$ cat src/rtl/pong_pkg.sv
// Shared constants and the state type for the pong scoring logic.
package pong_pkg;

  typedef enum logic [1:0] {
    IDLE  = 2'd0,
    PLAY  = 2'd1,
    PAUSE = 2'd2,
    OVER  = 2'd3
  } state_t;

  localparam int unsigned SCREEN_W           = 640;
  localparam int unsigned DEF_LEFT_GOAL      = 85;
  localparam int unsigned DEF_RIGHT_GOAL     = 555;
  localparam int unsigned DEF_WIN_SCORE      = 9;
  localparam int unsigned DEF_PAUSE_FRAMES   = 60;

endpackage

$ cat src/rtl/edge_detect.sv
// Shift-register synchroniser with a rising-edge pulse taken off its last two taps.
module edge_detect #(
  parameter int unsigned STAGES    = 2,
  parameter logic        RESET_VAL = 1'b0
) (
  input  logic clk,
  input  logic reset_n,
  input  logic d,
  output logic rise
);

  // sr[STAGES-1] is the settled level, sr[STAGES] its one-clk history
  logic [STAGES:0] sr;

  always_ff @(posedge clk or negedge reset_n) begin
    if (!reset_n) sr <= {(STAGES + 1){RESET_VAL}};
    else          sr <= {sr[STAGES-1:0], d};
  end

  assign rise = sr[STAGES-1] & ~sr[STAGES];

endmodule

$ cat src/rtl/score_keeper.sv
// Pong score keeper: detects misses once per frame, tracks scores, paces serves.
module score_keeper
  import pong_pkg::*;
#(
  parameter int unsigned LEFT_GOAL    = DEF_LEFT_GOAL,
  parameter int unsigned RIGHT_GOAL   = DEF_RIGHT_GOAL,
  parameter int unsigned WIN_SCORE    = DEF_WIN_SCORE,
  parameter int unsigned PAUSE_FRAMES = DEF_PAUSE_FRAMES
) (
  input  logic       clk,
  input  logic       reset_n,
  input  logic       vsync,
  input  logic [9:0] ball_x_pos,
  input  logic       start,
  output logic       serve,
  output logic       serve_dir,
  output logic [3:0] left_score,
  output logic [3:0] right_score,
  output logic       playing,
  output logic       game_over
);

  state_t     state;
  logic [7:0] pause_cnt;
  logic       tick;
  logic       start_evt;
  logic       left_miss;
  logic       right_miss;
  logic [3:0] left_inc;
  logic [3:0] right_inc;

  edge_detect #(.STAGES(1), .RESET_VAL(1'b1)) u_vsync_edge (
    .clk     (clk),
    .reset_n (reset_n),
    .d       (vsync),
    .rise    (tick)
  );

  edge_detect #(.STAGES(2), .RESET_VAL(1'b0)) u_start_edge (
    .clk     (clk),
    .reset_n (reset_n),
    .d       (start),
    .rise    (start_evt)
  );

  // Positions at or past the screen width are a wrapped underflow off the left edge
  always_comb begin
    left_miss  = (ball_x_pos <= 10'(LEFT_GOAL)) || (ball_x_pos >= 10'(SCREEN_W));
    right_miss = !left_miss && (ball_x_pos >= 10'(RIGHT_GOAL));
    left_inc   = left_score + 4'd1;
    right_inc  = right_score + 4'd1;
  end

  always_ff @(posedge clk or negedge reset_n) begin
    if (!reset_n) begin
      state       <= IDLE;
      pause_cnt   <= '0;
      serve       <= 1'b0;
      serve_dir   <= 1'b1;
      left_score  <= '0;
      right_score <= '0;
      playing     <= 1'b0;
      game_over   <= 1'b0;
    end else begin
      serve <= 1'b0;
      unique case (state)
        IDLE: begin
          if (start_evt) begin
            serve     <= 1'b1;
            serve_dir <= 1'b1;
            playing   <= 1'b1;
            state     <= PLAY;
          end
        end
        PLAY: begin
          if (tick && (left_miss || right_miss)) begin
            playing <= 1'b0;
            if (left_miss) begin
              right_score <= right_inc;
              serve_dir   <= 1'b0;
            end else begin
              left_score  <= left_inc;
              serve_dir   <= 1'b1;
            end
            if ((left_miss ? right_inc : left_inc) == 4'(WIN_SCORE)) begin
              game_over <= 1'b1;
              state     <= OVER;
            end else begin
              pause_cnt <= 8'(PAUSE_FRAMES);
              state     <= PAUSE;
            end
          end
        end
        PAUSE: begin
          if (tick) begin
            pause_cnt <= pause_cnt - 8'd1;
            if (pause_cnt == 8'd1) begin
              serve   <= 1'b1;
              playing <= 1'b1;
              state   <= PLAY;
            end
          end
        end
        OVER: begin
          if (start_evt) begin
            left_score  <= '0;
            right_score <= '0;
            serve       <= 1'b1;
            serve_dir   <= 1'b1;
            playing     <= 1'b1;
            game_over   <= 1'b0;
            state       <= PLAY;
          end
        end
        default: state <= IDLE;
      endcase
    end
  end

endmodule
$ cat config.mk
export PLATFORM = sky130hd
export DESIGN_NAME = score_keeper
export DESIGN_NICKNAME = d
export VERILOG_FILES = /design/src/rtl/pong_pkg.sv /design/src/rtl/edge_detect.sv /design/src/rtl/score_keeper.sv
export SDC_FILE = /design/constraint.sdc
export NUM_CORES = 1
export LEC_CHECK = 0
export CAP_MARGIN = 30
export CORE_MARGIN = 2
export CORE_UTILIZATION = 50
export CTS_BUF_LIST = sky130_fd_sc_hd__clkbuf_8
export DETAILED_ROUTE_END_ITERATION = 10
export GPL_TIMING_DRIVEN = 0
export PLACE_DENSITY = 0.76
export SLEW_MARGIN = 10
export SYNTH_ARGS = -nofsm -noshare
export SYNTH_HDL_FRONTEND = slang
export SYNTH_HIERARCHICAL = 1
export SYNTH_SLANG_ARGS = --single-unit
$ cat constraint.sdc
create_clock -name clk -period 2 [get_ports clk]
set_input_delay 0.2 -clock clk [delete_from_list [all_inputs] [get_ports clk]]
set_output_delay 0.2 -clock clk [all_outputs]
set_load 0.05 [all_outputs]
==> results of run 1 <==
==> what timing repair did <==
action	4_1_cts	5_1_grt
setup buffers	4	3
resized for setup	12	24
setup endpoints to repair	8	17
pin swaps	8	13
==> sequential cells by signal, indices dropped and copies added, names as in the netlist <==
| register | count |
|---|---|
| right_score | 4 |
| playing | 1 |
| left_score | 4 |
| u_start_edge/sr | 3 |
| pause_cnt | 8 |
| game_over | 1 |
| u_vsync_edge/sr | 2 |
| state | 2 |
| serve | 1 |
| serve_dir | 1 |
==> layer usage <==
layer	global-route usage [%]	routed length (µm)	vias to the layer above
met2	39.11	2158	41
met4	8.611	87	0
met1	30.79	1957	780
li1	-	-	761
met3	3.604	152	9
met5	0	0	-
==> report_power, final <==
part	leakage [nW]	internal [mW]	total, mW	switching, mW
Clock	0.0269	0.138	0.307	0.170
Sequential	0.303	0.743	0.994	0.251
Combinational	0.645	0.948	2.19	1.24
Total	0.975	1.83	3.49	1.66
==> cell type report <==
| cell class | count | area share, % |
|---|---|---|
| inverter | 14 | 2.259 |
| buffer | 5 | 1.291 |
| clock inverter | 1 | 0.1614 |
| sequential | 27 | 29.42 |
| clock buffer | 3 | 1.775 |
| multi-input combinational | 137 | 47.77 |
| timing repair buffer | 33 | 14.85 |
| tap | 46 | 2.474 |
==> path summary, 6_finish.rpt <==
kind                                      end  slack (ps)  cells after the start
max reg2reg                      pause_cnt[1]          -2                      8
max                              pause_cnt[1]          -2                      8
min in group clk           u_vsync_edge/sr[0]         320                      1
max in group asynchronous  u_vsync_edge/sr[0]        1100                      2
min                              pause_cnt[4]         320                      1
min reg2reg                u_start_edge/sr[1]         350                      0
==> cell usage after synthesis, types with 2 or more instances <==
| master | count | area, µm² |
|---|---|---|
| nor3_1 | 6 | 30.03 |
| nand4_1 | 2 | 12.51 |
| mux2_2 | 5 | 56.30 |
| a31oi_1 | 2 | 12.51 |
| nor3b_1 | 4 | 30.03 |
| a221o_1 | 3 | 30.03 |
| inv_1 | 14 | 52.55 |
| nor2b_4 | 2 | 27.53 |
| nand3_1 | 8 | 40.04 |
| and3_1 | 2 | 12.51 |
| o22ai_1 | 2 | 12.51 |
| nor2_1 | 14 | 52.55 |
| nor3b_2 | 2 | 25.02 |
| clkbuf_1 | 4 | 15.01 |
| o21ai_1 | 2 | 10.01 |
| o21ai_0 | 5 | 25.02 |
| a21o_1 | 3 | 22.52 |
| nand2b_1 | 2 | 12.51 |
| dfstp_2 | 3 | 78.83 |
| ha_1 | 8 | 100.1 |
| dfrtp_1 | 24 | 600.6 |
| nor4_1 | 3 | 18.77 |
| nand2_1 | 12 | 45.04 |
| nor2b_1 | 5 | 31.28 |
| o221a_2 | 3 | 33.78 |
| a21oi_1 | 17 | 85.08 |
| nand3b_1 | 2 | 15.01 |
==> metrics by stage <==
step,utilization [%],TNS (ps)
finish,69.70,-2.228
global route,69.70,-525.4
CTS,66.37,-56.80
detailed placement,62.47,-4062
global placement,61.64,-2912
floorplan,-,-22.79
==> worst max-delay path, cell delays in order, from the launching register on <==
cell     delay [ps]
dfrtp_2         430
ha_4            240
nor2_2           90
nand4_1         170
nor3b_4         300
o31ai_4         120
buf_12          170
a31o_1          200
a22o_1          180
==> cells by family (layout without fill, tap and decap cells) <==
group / count (synthesis) / after routing / synth area share [%]
and+or+nand+nor: 69 / 69 / 23.19
xor gates and xnor gates: 1 / 1 / 0.5059
adders and majority gates: 8 / 8 / 5.781
AOI/OAI and AO/OA: 53 / 53 / 23.19
DFF: 27 / 27 / 39.23
muxes: 6 / 6 / 3.901
buffers and inverters: 19 / 56 / 4.190
==> impl_summary.log, run 1 <==
INFO  metric post_synth.cell_area_avg = 9.463 µm²
INFO  metric chip_height = 62.85 µm
INFO  metric max_slew.worst_pin.slew = 646.6 ps
INFO  metric worst_setup_path_start_kind = flop
INFO  metric die_area = 3950 µm²
INFO  metric min_period_over_period = 100.1%
INFO  metric htree_num_levels = 1
INFO  metric final_design_area_no_fill = 2326 µm²
INFO  metric status = finished with violations
INFO  metric cts_tree = done
INFO  metric setup.worst_path.end_class = flop
INFO  metric initial_antenna_violation_count = 0
INFO  metric fin_total_pwr = 3.490 mW
INFO  metric number_of_nets_in_the_layout = 243
INFO  metric detail-route-antenna-nets = 0
INFO  metric chipWidth = 62.85 µm
INFO  metric ys_ff_latch = 27
INFO  metric final.min_clock_period = 2002 ps
INFO  metric pre_cts_slack = -470.7 ps
INFO  metric slew_headroom = 56.76%
INFO  metric rsz0062_at_grt = true
INFO  metric io_buffers = 25
INFO  metric worstPathMaxFanout = 8
INFO  metric numPlacedInstances = 255
INFO  metric clockRootBuffer = clkbuf_8
INFO  metric instances_no_fill = 266
INFO  metric timing.final.max_slew_violations = 0
INFO  metric seq_area_frac_synth = 39.23%
INFO  metric maxCapViolCount = 0
INFO  metric yosys_warnings = 6
INFO  metric power_density = 1500 nW/µm²
INFO  metric drt-pass1-iter-count = 4
INFO  metric synthesized_netlist_net_count = 205
INFO  metric worst_ep_arrival_time = 2170 ps
INFO  metric tritoncts_num_sinks = 27
INFO  metric globalplace.congestion = 0.8259
INFO  metric post_detailed_placement_cell_area = 2085 µm²
INFO  metric layout.cells.most_common = clkdlybuf4s50_1
INFO  metric syn_to_final_growth = 34.32%
INFO  metric clk-insertion-delay-late = 270 ps
INFO  metric final.setup.worst_slack = -2.228 ps
INFO  metric regToRegStartpoint = left_score[0]
INFO  metric first_pass_grt_wire_length = 7.465 mm
INFO  metric setup.worst_path.start = left_score[0]
INFO  metric layout.area.seq = 684.4 µm²
INFO  metric number_of_buffers_on_the_longest_clock_path = 2
INFO  metric worstPathRequired = 2170 ps
INFO  metric drive_above_1_share = 26.82%
INFO  metric via_count_of_the_first_global_routing_pass = 1,636
INFO  metric drc_errors = 0
INFO  metric insertedDiodeCount = 0
INFO  metric cts_inserted_buffers = 3
INFO  metric multi_input_area = 1111 µm²
INFO  metric setup.worst_path.class = flop to flop
INFO  metric cts_clock_pin_slew_for_the_worst_setup_and_hold_paths = 90 ps
INFO  metric hold_violations = 0
INFO  metric routedWlPerCell = 16.37 µm
INFO  metric post_drt_via_cell_ratio = 5.981
INFO  metric syn-cell-area = 1732 µm²
INFO  metric synth_cell_type_count = 51
INFO  metric async_flop_share = 100.0%
INFO  metric grt.total_usage = 23.43%
INFO  metric vdd.ir_drop.worst = 1.161 mV
INFO  metric most-common-layout-cells = clkdlybuf4s50_1, dfrtp_1, inv_1, a21oi_1, nand2_1
INFO  metric holdCritPathClass = primary input to async pin
INFO  metric nFillCells = 260
INFO  metric final.hold.worst_slack = 318.5 ps
INFO  metric fin_worst_skew = 5.281 ps
INFO  metric yosys_most_used_dff = dfrtp_1
INFO  metric fp-row-count = 21
INFO  metric violations = setup timing
INFO  metric edff_count_synth = 0
INFO  metric syn-instance-count = 183
INFO  metric detailedRoute.firstIterationViolations = 89
INFO  metric max_freq = 499.4 MHz
INFO  metric dpl.hpwl = 3.020 mm
INFO  metric report.final.setup_viol = 1
INFO  metric area_inside_the_core_boundary = 3337 µm²
INFO  metric cts.hold.buffers_added = 0
INFO  metric vias = 1,591
INFO  metric wl = 4.355 mm
INFO  metric ioPinCount = 26
INFO  metric start_util = 51.89%
INFO  metric grt_start_max_net_pins = 18
INFO  metric globalRoute.totalOverflow = 0
INFO  metric leakagePower = 0.9750 nW
Note: power is estimated with default switching activity, not from simulation.
==> run 2, diff against run 1 <==
- ABC_AREA: default -> 1
- CTS_CLUSTER_SIZE: default -> 28
==> run 2 against run 1 <==
Compared with the run above: the run now ends clean; maximum frequency up 11%; highest routed layer unchanged; combinational power decreased by 14%; worst hold slack worse by 31 ps; die area is 4.1% lower; core utilization down 4.1 points; via count down 11%; critical endpoint is now left_score[0]; critical path type is now flop to output pin; first-iteration DRC count increased by 37%.
==> impl_summary.log, run 2 <==
INFO  metric status = finished clean
INFO  metric finalCoreUtilization = 65.56%
INFO  metric cts_tree = done
INFO  metric layout.cells.most_common = nand2_1
INFO  metric seq_area_frac_synth = 41.01%
INFO  metric edff_count_synth = 0
INFO  metric clockRootBuffer = clkbuf_8
INFO  metric critical_path_buf_inv_count = 1
INFO  metric syn-instance-count = 222
INFO  metric stage_delay_of_the_slowest_cell_on_the_critical_path = 850 ps
INFO  metric async_flop_share = 100.0%
INFO  metric cts.hold.buffers_added = 0
INFO  metric chip_height = 61.56 µm
INFO  metric hold_violations = 0
INFO  metric worst_path_max_delay_cell = clkdlybuf4s50_1
INFO  metric worst_ep_arrival_time = 1610 ps
INFO  metric ys_ff_latch = 27
INFO  metric initial_antenna_violation_count = 0
INFO  metric htree_num_levels = 1
INFO  metric post_cts.resized_instances = 0
INFO  metric via_count_of_the_first_global_routing_pass = 1,248
INFO  metric most_used_standard_cell_by_instance_count_after_synthesis = nand2_1
INFO  metric slew_headroom = 61.11%
INFO  metric cts_post_setup_buffers_inserted = 0
INFO  metric post_drt_via_cell_ratio = 4.784
INFO  metric maxCapViolCount = 0
INFO  metric globalRoute.totalOverflow = 0
INFO  metric synth_compound_gate_area_share = 6.798%
INFO  metric setup.worst_path.end_class = output pin
INFO  metric area_inside_the_core_boundary = 3103 µm²
INFO  metric holdCritPathClass = primary input to async pin
INFO  metric synth.top_cell.area_share = 36.25%
INFO  metric most-common-layout-cells = nand2_1, inv_1, clkdlybuf4s50_1, dfrtp_1, nor2_1
INFO  metric worst_setup_path_start_kind = flop
INFO  metric muxShareOfSynthArea = 0%
INFO  metric syn-cell-area = 1657 µm²
INFO  metric grt_start_max_net_pins = 18
INFO  metric number_of_buffers_on_the_longest_clock_path = 2
INFO  metric ioPinCount = 26
INFO  metric fin_total_pwr = 3.143 mW
INFO  metric power_density = 1545 nW/µm²
INFO  metric clk-insertion-delay-late = 270 ps
INFO  metric report.final.setup_viol = 0
INFO  metric timing.final.max_slew_violations = 0
INFO  metric yosys_most_used_dff = dfrtp_1
INFO  metric globalplace.congestion = 0.8242
INFO  metric reg.largest.list = pause_cnt: 8 flops, left_score: 4 flops, right_score: 4 flops
INFO  metric final.hold.worst_slack = 287.6 ps
INFO  metric rsz0062_at_grt = false
INFO  metric post-synth-top-area-cell = dfrtp_1
INFO  metric detail-route-antenna-nets = 0
INFO  metric vdd.ir_drop.worst = 0.8795 mV
INFO  metric cts_inserted_buffers = 3
INFO  metric worstPathRequired = 1800 ps
INFO  metric insertedDiodeCount = 0
INFO  metric yosys_warnings = 6
INFO  metric io_buffers = 25
INFO  metric wl = 2.998 mm
INFO  metric synth_simple_gate_area_share = 37.76%
INFO  metric reg_with_most_ffs = pause_cnt
INFO  metric drc_errors = 0
INFO  metric final.min_clock_period = 1806 ps
INFO  metric vias = 1,416
INFO  metric synth_top_cells_by_count = nand2_1, inv_1, dfrtp_1, nor2_1, nand3_1
INFO  metric post_synth.cell_area_avg = 7.462 µm²
INFO  metric yosys.area_share.adder = 6.042%
INFO  metric fp-row-count = 20
INFO  metric max_freq = 553.7 MHz
INFO  metric min_period_over_period = 90.30%
INFO  metric tritoncts_num_sinks = 27
INFO  metric dpl.hpwl = 2.315 mm
INFO  metric cts_clock_pin_slew_for_the_worst_setup_and_hold_paths = 100 ps
INFO  metric syn_to_final_growth = 22.81%
INFO  metric largest_register_ffs = 8
INFO  metric synth_area_leaders = dfrtp_1, nand2_1, ha_1, inv_1, nand3_1
INFO  metric chipWidth = 61.56 µm
INFO  metric start_util = 53.39%
INFO  metric largest_family_of_logic_cells_by_synthesized_area = simple AND/OR/NAND/NOR gates
INFO  metric number_of_nets_in_the_layout = 275
INFO  metric crit_chain = clkdlybuf4s50_1
INFO  metric die_area = 3790 µm²
INFO  metric crit_family = buffers and inverters
INFO  metric routedWlPerCell = 10.13 µm
INFO  metric drive_above_1_share = 10.71%
INFO  metric synthesized_netlist_net_count = 244
INFO  metric max_slew.worst_pin.slew = 581.5 ps
INFO  metric detailedRoute.firstIterationViolations = 122
INFO  metric total_neg_setup_slack = 0 ps
INFO  metric first_pass_grt_wire_length = 5.285 mm
INFO  metric leakagePower = 1.001 nW
INFO  metric setup.worst_path.class = flop to output pin
INFO  metric worstPathMaxFanout = 7
INFO  metric drt-pass1-iter-count = 4
INFO  metric yosys.area_share.xor_xnor = 1.586%
INFO  metric fin_worst_skew = 10.77 ps
INFO  metric grt.total_usage = 18.47%
INFO  metric synth_cell_type_count = 26
==> run 2: cell count changes after synthesis, moves of 6 or more <==
cell | before | now
o21ai_1 | 2 | 8
nand2_1 | 12 | 73
nand4_1 | 2 | 8
nor2_1 | 14 | 22
inv_1 | 14 | 26
a21oi_1 | 17 | 2
nand3_1 | 8 | 19
==> run 2: through the flow <==
stage,area (µm²),instances,worst slack [ps]
floorplan,1657,222,158.4
global placement,1962,291,195.1
detailed placement,1989,292,156.6
CTS,2034,296,190.4
global route,2034,296,33.11
finish,2034,296,193.9
==> run 2: path summary, 6_finish.rpt <==
kind                                    startpoint                  to  slack (ps)  cells after the start
worst max-delay path                 left_score[0]       left_score[0]         190                      1
worst min-delay path                       reset_n             playing         290                      1
worst max register to register            state[0]       left_score[1]         230                      7
worst min register to register  u_start_edge/sr[0]  u_start_edge/sr[1]         360                      0
max in group asynchronous                  reset_n  u_vsync_edge/sr[1]        1140                      2
min in group clk                             vsync  u_vsync_edge/sr[0]         330                      1
==> run 2: kinds of logic (layout without fill, tap and decap cells) <==
kind of cell	count (synthesis)	count (layout)
buffers and inverters	29	59
flip-flops	27	27
XOR/XNOR	3	3
adder cells (fa/ha/maj)	8	8
AO/OA/AOI/OAI	18	18
AND/OR/NAND/NOR	137	137
==> run 2: layer usage <==
layer / vias to the layer above / track usage, % / part of all wire, %
met5: - / 0 / 0
met4: 0 / 3.951 / 0.63
met3: 2 / 3.782 / 3.0
met2: 19 / 29.92 / 45
met1: 625 / 25.62 / 52
li1: 770 / - / -
==> run 2: area by class of cell <==
class	instances	area, µm²
timing repair buffer	26	277.8
multi-input combinational	166	864.6
tap	44	55.05
clock inverter	1	3.754
inverter	27	101.3
buffer	2	11.26
fill	292	1069
sequential	27	679.4
clock buffer	3	41.29
==> run 2: where the power goes <==
part	leakage, nW	switching [mW]	internal [mW]
Combinational	0.641	1.22	0.665
Clock	0.0269	0.165	0.138
Sequential	0.333	0.205	0.751
